$ cat src/rtl/sreg_piso_tx_pkg.sv
// Shared definitions for the sreg serial link: the transmitter state encoding
// and the default frame width agreed with the sreg_sipo receiver.
package sreg_piso_tx_pkg;

  localparam int SREG_WIDTH = 8;
  localparam int GAP_CNT_W  = 4;

  typedef enum logic [1:0] {
    ST_IDLE  = 2'd0,
    ST_SHIFT = 2'd1,
    ST_GAP   = 2'd2
  } piso_state_t;

endpackage

$ cat src/rtl/piso_hold_buf.sv
// One-word holding buffer with a valid/ready write port and a drain strobe.
// Ready is kept in its own flop so the upstream handshake sees a clean register.
module piso_hold_buf
  import sreg_piso_tx_pkg::*;
#(
  parameter int WIDTH = SREG_WIDTH
) (
  input  logic             clk,
  input  logic             rst_n,
  input  logic [WIDTH-1:0] wr_data,
  input  logic             wr_valid,
  output logic             wr_ready,
  input  logic             drain,
  output logic             full,
  output logic [WIDTH-1:0] data
);

  logic accept;

  assign accept = wr_valid && wr_ready;

  // A write on the same edge as a drain wins: the new word replaces the old one.
  always_ff @(posedge clk or negedge rst_n) begin
    if (!rst_n) begin
      full     <= 1'b0;
      wr_ready <= 1'b1;
      data     <= '0;
    end else begin
      if (accept) begin
        data     <= wr_data;
        full     <= 1'b1;
        wr_ready <= 1'b0;
      end else if (drain) begin
        full     <= 1'b0;
        wr_ready <= 1'b1;
      end
    end
  end

endmodule

$ cat src/rtl/sreg_piso_tx.sv
// Parallel-in/serial-out transmitter feeding sreg_sipo: one bit per clock on
// sout, followed by a one-cycle rd strobe after the last bit of every frame.
module sreg_piso_tx
  import sreg_piso_tx_pkg::*;
#(
  parameter int WIDTH     = SREG_WIDTH,
  parameter bit MSB_FIRST = 1'b1,
  parameter int GAP       = 0
) (
  input  logic             sys_clk,
  input  logic             sys_rst_n,
  input  logic [WIDTH-1:0] din,
  input  logic             din_valid,
  output logic             din_ready,
  output logic             sout,
  output logic             rd,
  output logic             busy
);

  localparam int CNT_W = $clog2(WIDTH);
  localparam logic [CNT_W-1:0]     CNT_LAST  = CNT_W'(WIDTH - 1);
  localparam logic [GAP_CNT_W-1:0] GCNT_LAST = GAP_CNT_W'((GAP > 0) ? GAP - 1 : 0);

  piso_state_t          state;
  logic [WIDTH-1:0]     shreg;
  logic [CNT_W-1:0]     cnt;
  logic [GAP_CNT_W-1:0] gcnt;
  logic                 buf_full;
  logic [WIDTH-1:0]     buf_data;
  logic                 frame_end;
  logic                 gap_end;
  logic                 load;

  function automatic logic head_bit(input logic [WIDTH-1:0] w);
    return MSB_FIRST ? w[WIDTH-1] : w[0];
  endfunction

  function automatic logic [WIDTH-1:0] shift_word(input logic [WIDTH-1:0] w);
    return MSB_FIRST ? {w[WIDTH-2:0], 1'b0} : {1'b0, w[WIDTH-1:1]};
  endfunction

  piso_hold_buf #(.WIDTH(WIDTH)) u_hold_buf (
    .clk      (sys_clk),
    .rst_n    (sys_rst_n),
    .wr_data  (din),
    .wr_valid (din_valid),
    .wr_ready (din_ready),
    .drain    (load),
    .full     (buf_full),
    .data     (buf_data)
  );

  assign frame_end = (state == ST_SHIFT) && (cnt == CNT_LAST);
  assign gap_end   = (state == ST_GAP) && (gcnt == GCNT_LAST);

  // The last gap cycle loads a waiting word directly, so exactly GAP idle
  // cycles separate back-to-back frames.
  assign load = buf_full && ((state == ST_IDLE) || (frame_end && (GAP == 0)) || gap_end);

  assign busy = (state != ST_IDLE) || buf_full;

  always_ff @(posedge sys_clk or negedge sys_rst_n) begin
    if (!sys_rst_n) begin
      state <= ST_IDLE;
      shreg <= '0;
      cnt   <= '0;
      gcnt  <= '0;
      sout  <= 1'b0;
      rd    <= 1'b0;
    end else begin
      rd <= frame_end;
      if (load) begin
        state <= ST_SHIFT;
        shreg <= buf_data;
        cnt   <= '0;
        sout  <= head_bit(buf_data);
      end else begin
        case (state)
          ST_IDLE: begin
            sout <= 1'b0;
          end
          ST_SHIFT: begin
            if (frame_end) begin
              sout <= 1'b0;
              cnt  <= '0;
              if (GAP > 0) begin
                state <= ST_GAP;
                gcnt  <= '0;
              end else begin
                state <= ST_IDLE;
              end
            end else begin
              shreg <= shift_word(shreg);
              sout  <= head_bit(shift_word(shreg));
              cnt   <= cnt + 1'b1;
            end
          end
          ST_GAP: begin
            sout <= 1'b0;
            if (gap_end) begin
              state <= ST_IDLE;
            end else begin
              gcnt <= gcnt + 1'b1;
            end
          end
          default: begin
            state <= ST_IDLE;
            sout  <= 1'b0;
          end
        endcase
      end
    end
  end

endmodule

$ cat config.mk
export PLATFORM = sky130hd
export DESIGN_NAME = sreg_piso_tx
export DESIGN_NICKNAME = d
export VERILOG_FILES = /design/src/rtl/sreg_piso_tx_pkg.sv /design/src/rtl/piso_hold_buf.sv /design/src/rtl/sreg_piso_tx.sv
export SDC_FILE = /design/constraint.sdc
export NUM_CORES = 1
export LEC_CHECK = 0
export CAP_MARGIN = 5
export CORE_MARGIN = 2
export CORE_UTILIZATION = 55
export CTS_CLUSTER_SIZE = 28
export DETAILED_ROUTE_END_ITERATION = 10
export PLACE_DENSITY = 0.93
export SETUP_SLACK_MARGIN = 0.2
export SLEW_MARGIN = 10
export SYNTH_ARGS = -nofsm -noshare
export SYNTH_HDL_FRONTEND = slang
export SYNTH_HIERARCHICAL = 1
export SYNTH_SLANG_ARGS = --single-unit
$ cat constraint.sdc
create_clock -name sys_clk -period 2.18 [get_ports sys_clk]
set_input_delay 0.436 -clock sys_clk [delete_from_list [all_inputs] [get_ports sys_clk]]
set_output_delay 0.436 -clock sys_clk [all_outputs]
set_load 0.01 [all_outputs]
==> impl_metrics.py, run 1 <==
metrics = {
    "outcome": {
        "status": "finished, final reports clean",
    },
    "logic_synthesis": {
        "synthesis.instances": 68,
        "yosys.area.top_type": "dfrtp_1",
        "syn_area_um2": 1015,
        "syn_area_per_cell_um2": 14.92,
        "synth_edf_count": 0,
        "synthFlopType": "dfrtp_1",
        "yosysWarnings": 6,
        "synth_top_area_share": 0.5425,
        "synth.area.top_cells": "dfrtp_1 (54%), mux2_4 (12%), mux2_2 (11%), mux2i_1 (3.0%), dfstp_2 (2.6%)",
        "synth-async-reset-ratio": 1.000,
        "yosys-top-cells-count": "dfrtp_1 (22), mux2_2 (10), mux2_4 (8), inv_1 (3), mux2i_1 (3)",
        "synth_cell_types": 22,
        "synth_nets": 81,
        "ys_ff_latch": 23,
        "synth.most_common_cell": "dfrtp_1",
        "synth_seq_area_share": 0.5684,
    },
    "drt": {
        "drtAntennaViolNets": 0,
        "drc": 0,
        "wl_um": 1725,
        "drt_iter0_markers": 1,
        "vias_per_cell": 5.304,
        "wire_per_inst_um": 15.40,
        "dr.pass1.iters": 2,
        "via_count": 594,
    },
    "setup_path": {
        "crit_type": "register to output pin",
        "cp_data_required_time_ns": 1.74,
        "worstSetupEndpointType": "output pin",
        "worstPathMaxFanout": 3,
        "crit_chain": "clkdlybuf4s50_1",
        "crit_family": "flip-flops",
        "start_kind": "register",
        "cpMaxStageDelayCell": "dfstp_2",
        "cp.arrival_ns": 1.45,
        "crit_buf_inv": 1,
        "critical-path-max-stage-delay_ns": 0.59,
    },
    "placement": {
        "io_buffers": 14,
        "gp_congestion": 0.7054,
        "dp_cells": 107,
        "dp_hpwl_um": 1217,
    },
    "sta": {
        "max_freq_ghz": 0.5309,
        "slew_viol_final": 0,
        "hold_viol": 0,
        "finalCritPeriodShare": 0.8640,
        "fin_worst_skew_ns": 0.004244,
        "slew_headroom": 0.6625,
        "max_slew.worst_pin.slew_ns": 0.5047,
        "rsz0062_at_grt": "false",
        "setup_viol": 0,
        "fin_crit_ns": 1.883,
        "setup-tns-final_ns": 0,
        "whs_ns": 0.4353,
    },
    "finish": {
        "nets": 101,
        "final_cell_count_no_fill": 112,
        "multi_input_area_um2": 410.4,
        "drive_gt1_frac": 0.3563,
        "nFillCells": 141,
        "antenna_cells": 0,
        "area_growth_pct": 20.84,
        "seq_area_um2": 578.1,
    },
    "floorplan": {
        "die_w_um": 46.95,
        "die_y_um": 46.95,
        "die_area_um2": 2204,
        "initial_utilization": 0.5877,
        "design.core.area_um2": 1727,
        "io_pins": 15,
        "rows": 15,
    },
    "worst_hold_path": {
        "hp-class": "primary input to asynchronous set/reset pin",
    },
    "clocking": {
        "cts_tree": "yes",
        "htree_levels": 1,
        "cts.sinks": 23,
        "clock_latency_ns": 0.32,
        "cts_hold_buf": 0,
        "clkTransAtPathRegs_ns": 0.13,
        "cts_buffers": 3,
        "clk_path_buf_depth": 2,
        "cts-root-buf": "clkbuf_4",
    },
    "power_and_ir_drop": {
        "p_leak_uw": 0.0005591,
        "ir_drop_v": 0.0008648,
        "total_power_uw": 1622,
        "power_density_nw_per_um2": 1323,
    },
    "job": {
        "drv_cap": 0,
    },
    "grt": {
        "grt_pass1_vias": 604,
        "antenna_found_initial": 0,
        "grt_first_pass_wirelength_um": 2691,
        "overflow": 0,
        "grt_max_degree": 15,
        "grtUsageTotal": 0.1863,
    },
}
==> placed cells by master (no fill, tap or decap), drive strengths merged <==
cell type | netlist | final
clkdlybuf4s50 | 0 | 13
clkbuf | 0 | 3
ha | 2 | 2
and2 | 2 | 2
clkinvlp | 0 | 1
mux2 | 20 | 20
a32o | 1 | 1
o21ai | 2 | 2
inv | 3 | 3
nand2 | 3 | 3
nor2b | 1 | 1
dfstp | 1 | 1
dlymetal6s2s | 0 | 1
nor2 | 2 | 2
buf | 2 | 3
a22o | 1 | 1
nand3b | 1 | 1
nand2b | 2 | 2
mux2i | 3 | 3
dfrtp | 22 | 22
==> sequential cells by signal (all words and copies together) (netlist names) <==
signal,flops
state,1
u_hold_buf/full,1
rd,1
shreg,7
cnt,3
sout,1
u_hold_buf/data,8
u_hold_buf/wr_ready,1
==> logic make-up after synthesis <==
kind of cell,Yosys count,share of synthesized area
AOI/OAI and AO/OA,4,0.02836
adders and majority gates,2,0.02466
buffers and inverters,5,0.02959
DFF,23,0.5684
muxes,23,0.2811
and+or+nand+nor,11,0.06784
==> area by class of cell <==
| type | count | share of cell area |
|---|---|---|
| flip-flops and latches | 23 | 0.4714 |
| clock inverters | 1 | 0.006122 |
| clock buffers | 3 | 0.01837 |
| well taps | 25 | 0.02551 |
| inverters | 3 | 0.009184 |
| multi-input cells | 40 | 0.3347 |
| repair buffers | 17 | 0.1347 |
==> stage by stage <==
| step | utilization | setup WS, ns | area (um^2) |
|---|---|---|---|
| 2_1_floorplan | - | 0.6805 | 1015 |
| 3_3_place_gp | 0.6848 | 0.5349 | 1182 |
| 3_5_place_dp | 0.6848 | 0.4552 | 1182 |
| 4_1_cts | 0.7036 | 0.2060 | 1215 |
| 5_1_grt | 0.7101 | 0.2411 | 1226 |
| 6_report | 0.7101 | 0.2965 | 1226 |
==> final timing paths <==
check / start / to / slack [ns] / cells after the start
worst max-delay path: u_hold_buf/wr_ready / din_ready / 0.30 / 1
worst min-delay path: sys_rst_n / cnt[0] / 0.44 / 1
min in group sys_clk: shreg[3] / shreg[4] / 0.51 / 1
worst min register to register: shreg[3] / shreg[4] / 0.51 / 1
max in group asynchronous: sys_rst_n / state[0] / 1.18 / 2
worst max register to register: cnt[0] / u_hold_buf/full / 0.39 / 5
==> per-layer routing <==
| layer | GRT usage | part of all wire |
|---|---|---|
| met1 | 0.2075 | 0.40 |
| met4 | 0.06667 | 0.020 |
| met2 | 0.3260 | 0.53 |
| met3 | 0.06923 | 0.043 |
| met5 | 0 | 0 |
==> what timing repair did <==
item | in CTS | in global routing
buffers inserted | 0 | 1
setup endpoints to repair | 1 | 1
gates resized for setup | 1 | 2
cloned | 0 | 0
==> power by group <==
group / internal (uW) / switching, uW / total (uW)
logic: 427 / 274 / 701
clock network: 70.2 / 132 / 203
registers: 614 / 104 / 718
total: 1110 / 510 / 1620
Note: power is estimated with default switching activity, not from simulation.
==> run 2, diff against run 1 <==
DONT_BUFFER_PORTS = 1   (was unset)
GPL_TIMING_DRIVEN = 1   (was unset)
PLACE_DENSITY = 0.82   (was 0.93)
RECOVER_POWER = 50   (was unset)
==> run 2 against run 1 <==
Critical path depth rose by 1. Maximum frequency rose by 7.6%. Die area did not move. Hold slack got worse by 0.25 ns. Global-route usage fell by 2.5 points. Via count fell by 13%. Largest cell class unchanged.
==> impl_metrics.py, run 2 (synthesis gave the netlist of run 1 again) <==
metrics = {
    "power_and_ir_drop": {
        "pwr-share-clk": 0.125,
        "p_leak_uw": 0.0004879,
        "net-switching-power_uw": 439.5,
        "power_density_nw_per_um2": 1398,
        "ir_drop_v": 0.0007440,
        "p_seq_frac": 0.514,
        "netSwitchingFraction": 0.2977,
        "p_int_uw": 1037,
        "combinationalPowerShare": 0.360,
    },
    "grt": {
        "grt_max_degree": 24,
        "antenna_found_initial": 0,
        "grt_pass1_vias": 525,
        "grtUsageTotal": 0.1611,
        "overflow": 0,
        "grt_first_pass_wirelength_um": 2352,
    },
    "setup_path": {
        "start_kind": "register",
        "cp-startpoint": "u_hold_buf/full",
        "worstPathMaxFanout": 13,
        "cp_data_required_time_ns": 1.74,
        "r2r-start": "cnt[0]",
        "crit_type": "register to output pin",
        "cp.arrival_ns": 1.32,
        "worstSetupEndpointType": "output pin",
    },
    "clocking": {
        "cts.sinks": 23,
        "cts-root-buf": "clkbuf_4",
        "clock_latency_ns": 0.30,
        "cts_tree": "yes",
        "htree_levels": 1,
        "clk_path_buf_depth": 2,
        "clkTransAtPathRegs_ns": 0.11,
        "cts_buffers": 3,
        "cts.repair.resized": 0,
    },
    "finish": {
        "nFillCells": 146,
        "mostFrequentLayoutCell": "dfrtp_1",
        "antenna_cells": 0,
        "nets": 85,
        "drive_gt1_frac": 0.3239,
        "top_regs": "u_hold_buf/data (8), shreg (7), cnt (3)",
        "fin_area_um2": 1056,
        "largest_reg_flops": 8,
        "final_cell_mix": "dfrtp_1 (22), mux2_2 (10), mux2_4 (8)",
        "regMostFlops": "u_hold_buf/data",
        "area_growth_pct": 4.069,
    },
    "placement": {
        "gp_congestion": 0.6964,
        "dp_hpwl_um": 952.1,
        "dpl-instance-area_um2": 1027,
        "io_buffers": 0,
    },
    "floorplan": {
        "rows": 15,
        "die_y_um": 46.95,
        "die_w_um": 46.95,
        "initial_utilization": 0.5877,
        "io_pins": 15,
        "design.core.area_um2": 1727,
        "die_area_um2": 2204,
    },
    "sta": {
        "hold_viol": 0,
        "finalCritPeriodShare": 0.8033,
        "fin_worst_skew_ns": 0.0008775,
        "max_freq_ghz": 0.5711,
        "slew_headroom": 0.3448,
        "fin_crit_ns": 1.751,
        "slew_viol_final": 0,
        "max_slew.worst_pin.slew_ns": 0.9796,
        "rsz0062_at_grt": "false",
        "setup_viol": 0,
        "setup-tns-final_ns": 0,
    },
    "worst_hold_path": {
        "min_from": "din_valid",
        "hp-class": "primary input to register",
    },
    "drt": {
        "drt_iter0_markers": 1,
        "wl_um": 1350,
        "drc": 0,
        "wire_per_inst_um": 14.06,
        "dr.pass1.iters": 2,
        "vias_per_cell": 5.385,
        "via_count": 517,
        "drtAntennaViolNets": 0,
    },
    "outcome": {
        "status": "finished, final reports clean",
    },
    "job": {
        "drv_cap": 0,
    },
}
-- run 2: final timing paths --
kind                       slack [ns]  depth (start not counted)                   to
setup / recovery                 0.43                          2                 busy
hold / removal                   0.18                          1  u_hold_buf/wr_ready
setup reg to reg                 0.43                          5      u_hold_buf/full
hold reg to reg                  0.49                          1               cnt[0]
max in group asynchronous        0.86                          1             shreg[3]
min in group asynchronous        0.73                          1      u_hold_buf/full
-- run 2: per-stage QoR --
stage                     hold slack, ns  setup slack, ns  utilization  cells  total power [uW]
after floorplan                   0.1404           0.6805            -     68              1240
after global placement            0.1410           0.5267       0.5949     91              1279
after detailed placement          0.1409           0.4382       0.5949     91              1309
after CTS                         0.1654           0.3897       0.6159     96              1505
after global routing              0.1549           0.2815       0.6116     96              1602
final                             0.1826           0.4289       0.6116     96              1477
-- run 2: final cells by class --
| class | instances | area [um^2] | share of cell area |
|---|---|---|---|
| clock buffers | 4 | 26.28 | 0.02488 |
| well taps | 25 | 31.28 | 0.02962 |
| repair buffers | 1 | 10.01 | 0.009479 |
| flip-flops and latches | 23 | 576.8 | 0.5462 |
| multi-input cells | 40 | 400.4 | 0.3791 |
| inverters | 3 | 11.26 | 0.01066 |
-- run 2: power groups by stage --
stage	clock network [uW]	logic (uW)	registers [uW]
4_1_cts	195	543	766
3_3_place_gp	0	513	766
2_1_floorplan	0	531	710
6_report	185	532	759
5_1_grt	213	601	788
3_5_place_dp	0	532	777
-- run 2: per-layer routing --
| metal | track usage | vias up | part of all wire |
|---|---|---|---|
| met5 | 0 | - | 0 |
| met4 | 0.06667 | 0 | 0.016 |
| met3 | 0.05769 | 2 | 0.055 |
| met2 | 0.2438 | 13 | 0.47 |
| met1 | 0.2109 | 264 | 0.46 |
| li1 | - | 238 | - |
-- run 2: timing repair --
action | in CTS | in global routing
hold endpoints to repair | 23 | 0
setup buffers | 0 | 0
hold buffers | 1 | 0
-- run 2: worst max-delay path: stages, from the launching register on --
cell     delay [ns]
dfrtp_1        0.71
nor2_1         0.15
inv_1          0.16
==> run 3, diff against run 2 <==
CORE_UTILIZATION = 54   (was 55)
PLACE_DENSITY = 0.84   (was 0.82)
clock period = 1.5 ns   (was 2.18 ns; I/O delays follow)
==> run 3 against run 2 <==
Non-clock buffer count grew 6. Register-to-register slack lost 0.29 ns. Die area grew 1.7%. Critical endpoint unchanged. Largest power group unchanged.
==> impl_metrics.py, run 3 (synthesis gave the netlist of run 1 again) <==
metrics = {
    "grt": {
        "grtUsageTotal": 0.1651,
        "grt_max_degree": 24,
        "grt_pass1_vias": 532,
        "overflow": 0,
        "antenna_found_initial": 0,
        "grt_first_pass_wirelength_um": 2415,
    },
    "sta": {
        "rsz0062_at_grt": "true",
        "max_slew.worst_pin.slew_ns": 1.153,
        "slew_headroom": 0.2314,
        "setup_viol": 0,
        "slew_viol_final": 0,
        "fin_worst_skew_ns": 0.01123,
        "hold_viol": 0,
        "setup-tns-final_ns": 0,
        "finalCritPeriodShare": 0.9112,
        "max_freq_ghz": 0.7316,
        "fin_crit_ns": 1.367,
        "setup_ws_ns": 0.1332,
    },
    "finish": {
        "largest_reg_flops": 8,
        "top_regs": "u_hold_buf/data (8), shreg (7), cnt (3)",
        "regMostFlops": "u_hold_buf/data",
        "drive_gt1_frac": 0.5584,
        "final_cell_count_no_fill": 102,
        "nets": 91,
        "area_growth_pct": 13.69,
        "final_cell_mix": "dfrtp_1 (21), mux2_4 (10), mux2_2 (10)",
        "antenna_cells": 0,
        "fin_area_um2": 1154,
        "mostFrequentLayoutCell": "dfrtp_1",
    },
    "clocking": {
        "cts_tree": "yes",
        "clkTransAtPathRegs_ns": 0.13,
        "clk_path_buf_depth": 2,
        "cts_buffers": 3,
        "cts-root-buf": "clkbuf_4",
        "clock_latency_ns": 0.31,
        "cts.sinks": 23,
        "htree_levels": 1,
    },
    "setup_path": {
        "crit_buf_inv": 2,
        "crit_family": "flip-flops",
        "cpMaxStageDelayCell": "dfrtp_2",
        "critical-path-max-stage-delay_ns": 0.44,
        "crit_chain": "buf_6 -> nor2_4 -> inv_2",
        "worstSetupEndpointType": "output pin",
        "reg2reg_slack_ns": 0.14,
        "r2r-start": "cnt[1]",
        "crit_type": "register to output pin",
        "worstSetupPathDepth": 3,
        "start_kind": "register",
        "cp_data_required_time_ns": 1.20,
        "rr_worst_depth": 4,
        "r2r_end": "shreg[2]",
        "cp-startpoint": "u_hold_buf/full",
        "cp.arrival_ns": 1.07,
        "worstPathMaxFanout": 3,
        "crit_path_end": "busy",
    },
    "placement": {
        "dp_cells": 92,
        "gp_congestion": 0.7297,
        "io_buffers": 0,
        "dp_hpwl_um": 1033,
        "dpl-instance-area_um2": 1065,
        "dp_slack_ns": 0.1014,
    },
    "power_and_ir_drop": {
        "total_power_uw": 2429,
        "netSwitchingFraction": 0.3087,
        "combinationalPowerShare": 0.441,
        "p_leak_uw": 0.0005343,
        "p_seq_frac": 0.445,
        "pwr-share-clk": 0.114,
        "net-switching-power_uw": 749.8,
        "ir_drop_v": 0.001147,
        "power_density_nw_per_um2": 2106,
        "p_int_uw": 1679,
    },
    "drt": {
        "wire_per_inst_um": 14.97,
        "dr.pass1.iters": 3,
        "drc": 0,
        "wl_um": 1527,
        "drt_iter0_markers": 8,
        "drtAntennaViolNets": 0,
        "via_count": 541,
        "vias_per_cell": 5.304,
    },
    "floorplan": {
        "die_y_um": 47.35,
        "die_w_um": 47.35,
        "io_pins": 15,
        "die_area_um2": 2242,
        "design.core.area_um2": 1745,
        "initial_utilization": 0.5814,
        "rows": 15,
    },
    "worst_hold_path": {
        "hp-class": "primary input to register",
    },
    "outcome": {
        "status": "finished, final reports clean",
    },
    "job": {
        "drv_cap": 0,
    },
}
-- run 3: changes by cell type in the layout (fill, tap and decap cells not counted), moves of 2 or more --
cell,delta
mux2_4,+2
inv_1,-2
mux2_1,-2
buf_4,+5
inv_2,+2
ha_1,-2
-- run 3: what timing repair did --
action                                  4_1_cts  5_1_grt
hold buffers                                  1        0
setup buffers                                 4        1
endpoints found under the setup margin       10       35
resized for setup                             4        6
endpoints found under the hold margin        23        0
pin swaps                                     2        3
-- run 3: worst min path at each step --
stage,startpoint,to,slack (ns),cells after the start
global placement,sys_rst_n,rd,0.005,0
floorplan,sys_rst_n,cnt[0],0.004,0
global route,din_valid,u_hold_buf/wr_ready,0.007,1
detailed placement,sys_rst_n,rd,0.005,0
finish,din_valid,u_hold_buf/wr_ready,0.03,1
CTS,din_valid,u_hold_buf/wr_ready,0.02,1
-- run 3: power by group through the flow --
stage	combinational [uW]	sequential (uW)	clock [uW]
6_report	1070	1080	278
4_1_cts	1040	1080	288
3_3_place_gp	847	1120	0
3_5_place_dp	886	1140	0
2_1_floorplan	860	1040	0
5_1_grt	1170	1120	317
-- run 3: metrics by stage --
step / hold slack, ns / util
after CTS: 0.02168 / 0.6538
after detailed placement: 0.005013 / 0.6100
after global placement: 0.004933 / 0.6100
final: 0.02719 / 0.6609
after floorplan: 0.004409 / -
after global routing: 0.007421 / 0.6609
-- run 3: cell type report --
cell class	count	area (um^2)
clock inverter	1	5.005
sequential	23	578.1
inverter	3	11.26
timing repair buffer	7	52.55
tap	25	31.28
fill	134	591.8
clock buffer	3	22.52
multi-input combinational	40	452.9
-- run 3: metal layers --
layer | up-vias | part of all wire | GRT usage
met1 | 268 | 0.42 | 0.1976
li1 | 258 | - | -
met3 | 4 | 0.036 | 0.03462
met4 | 0 | 0.019 | 0.1000
met2 | 11 | 0.53 | 0.2703
met5 | - | 0 | 0
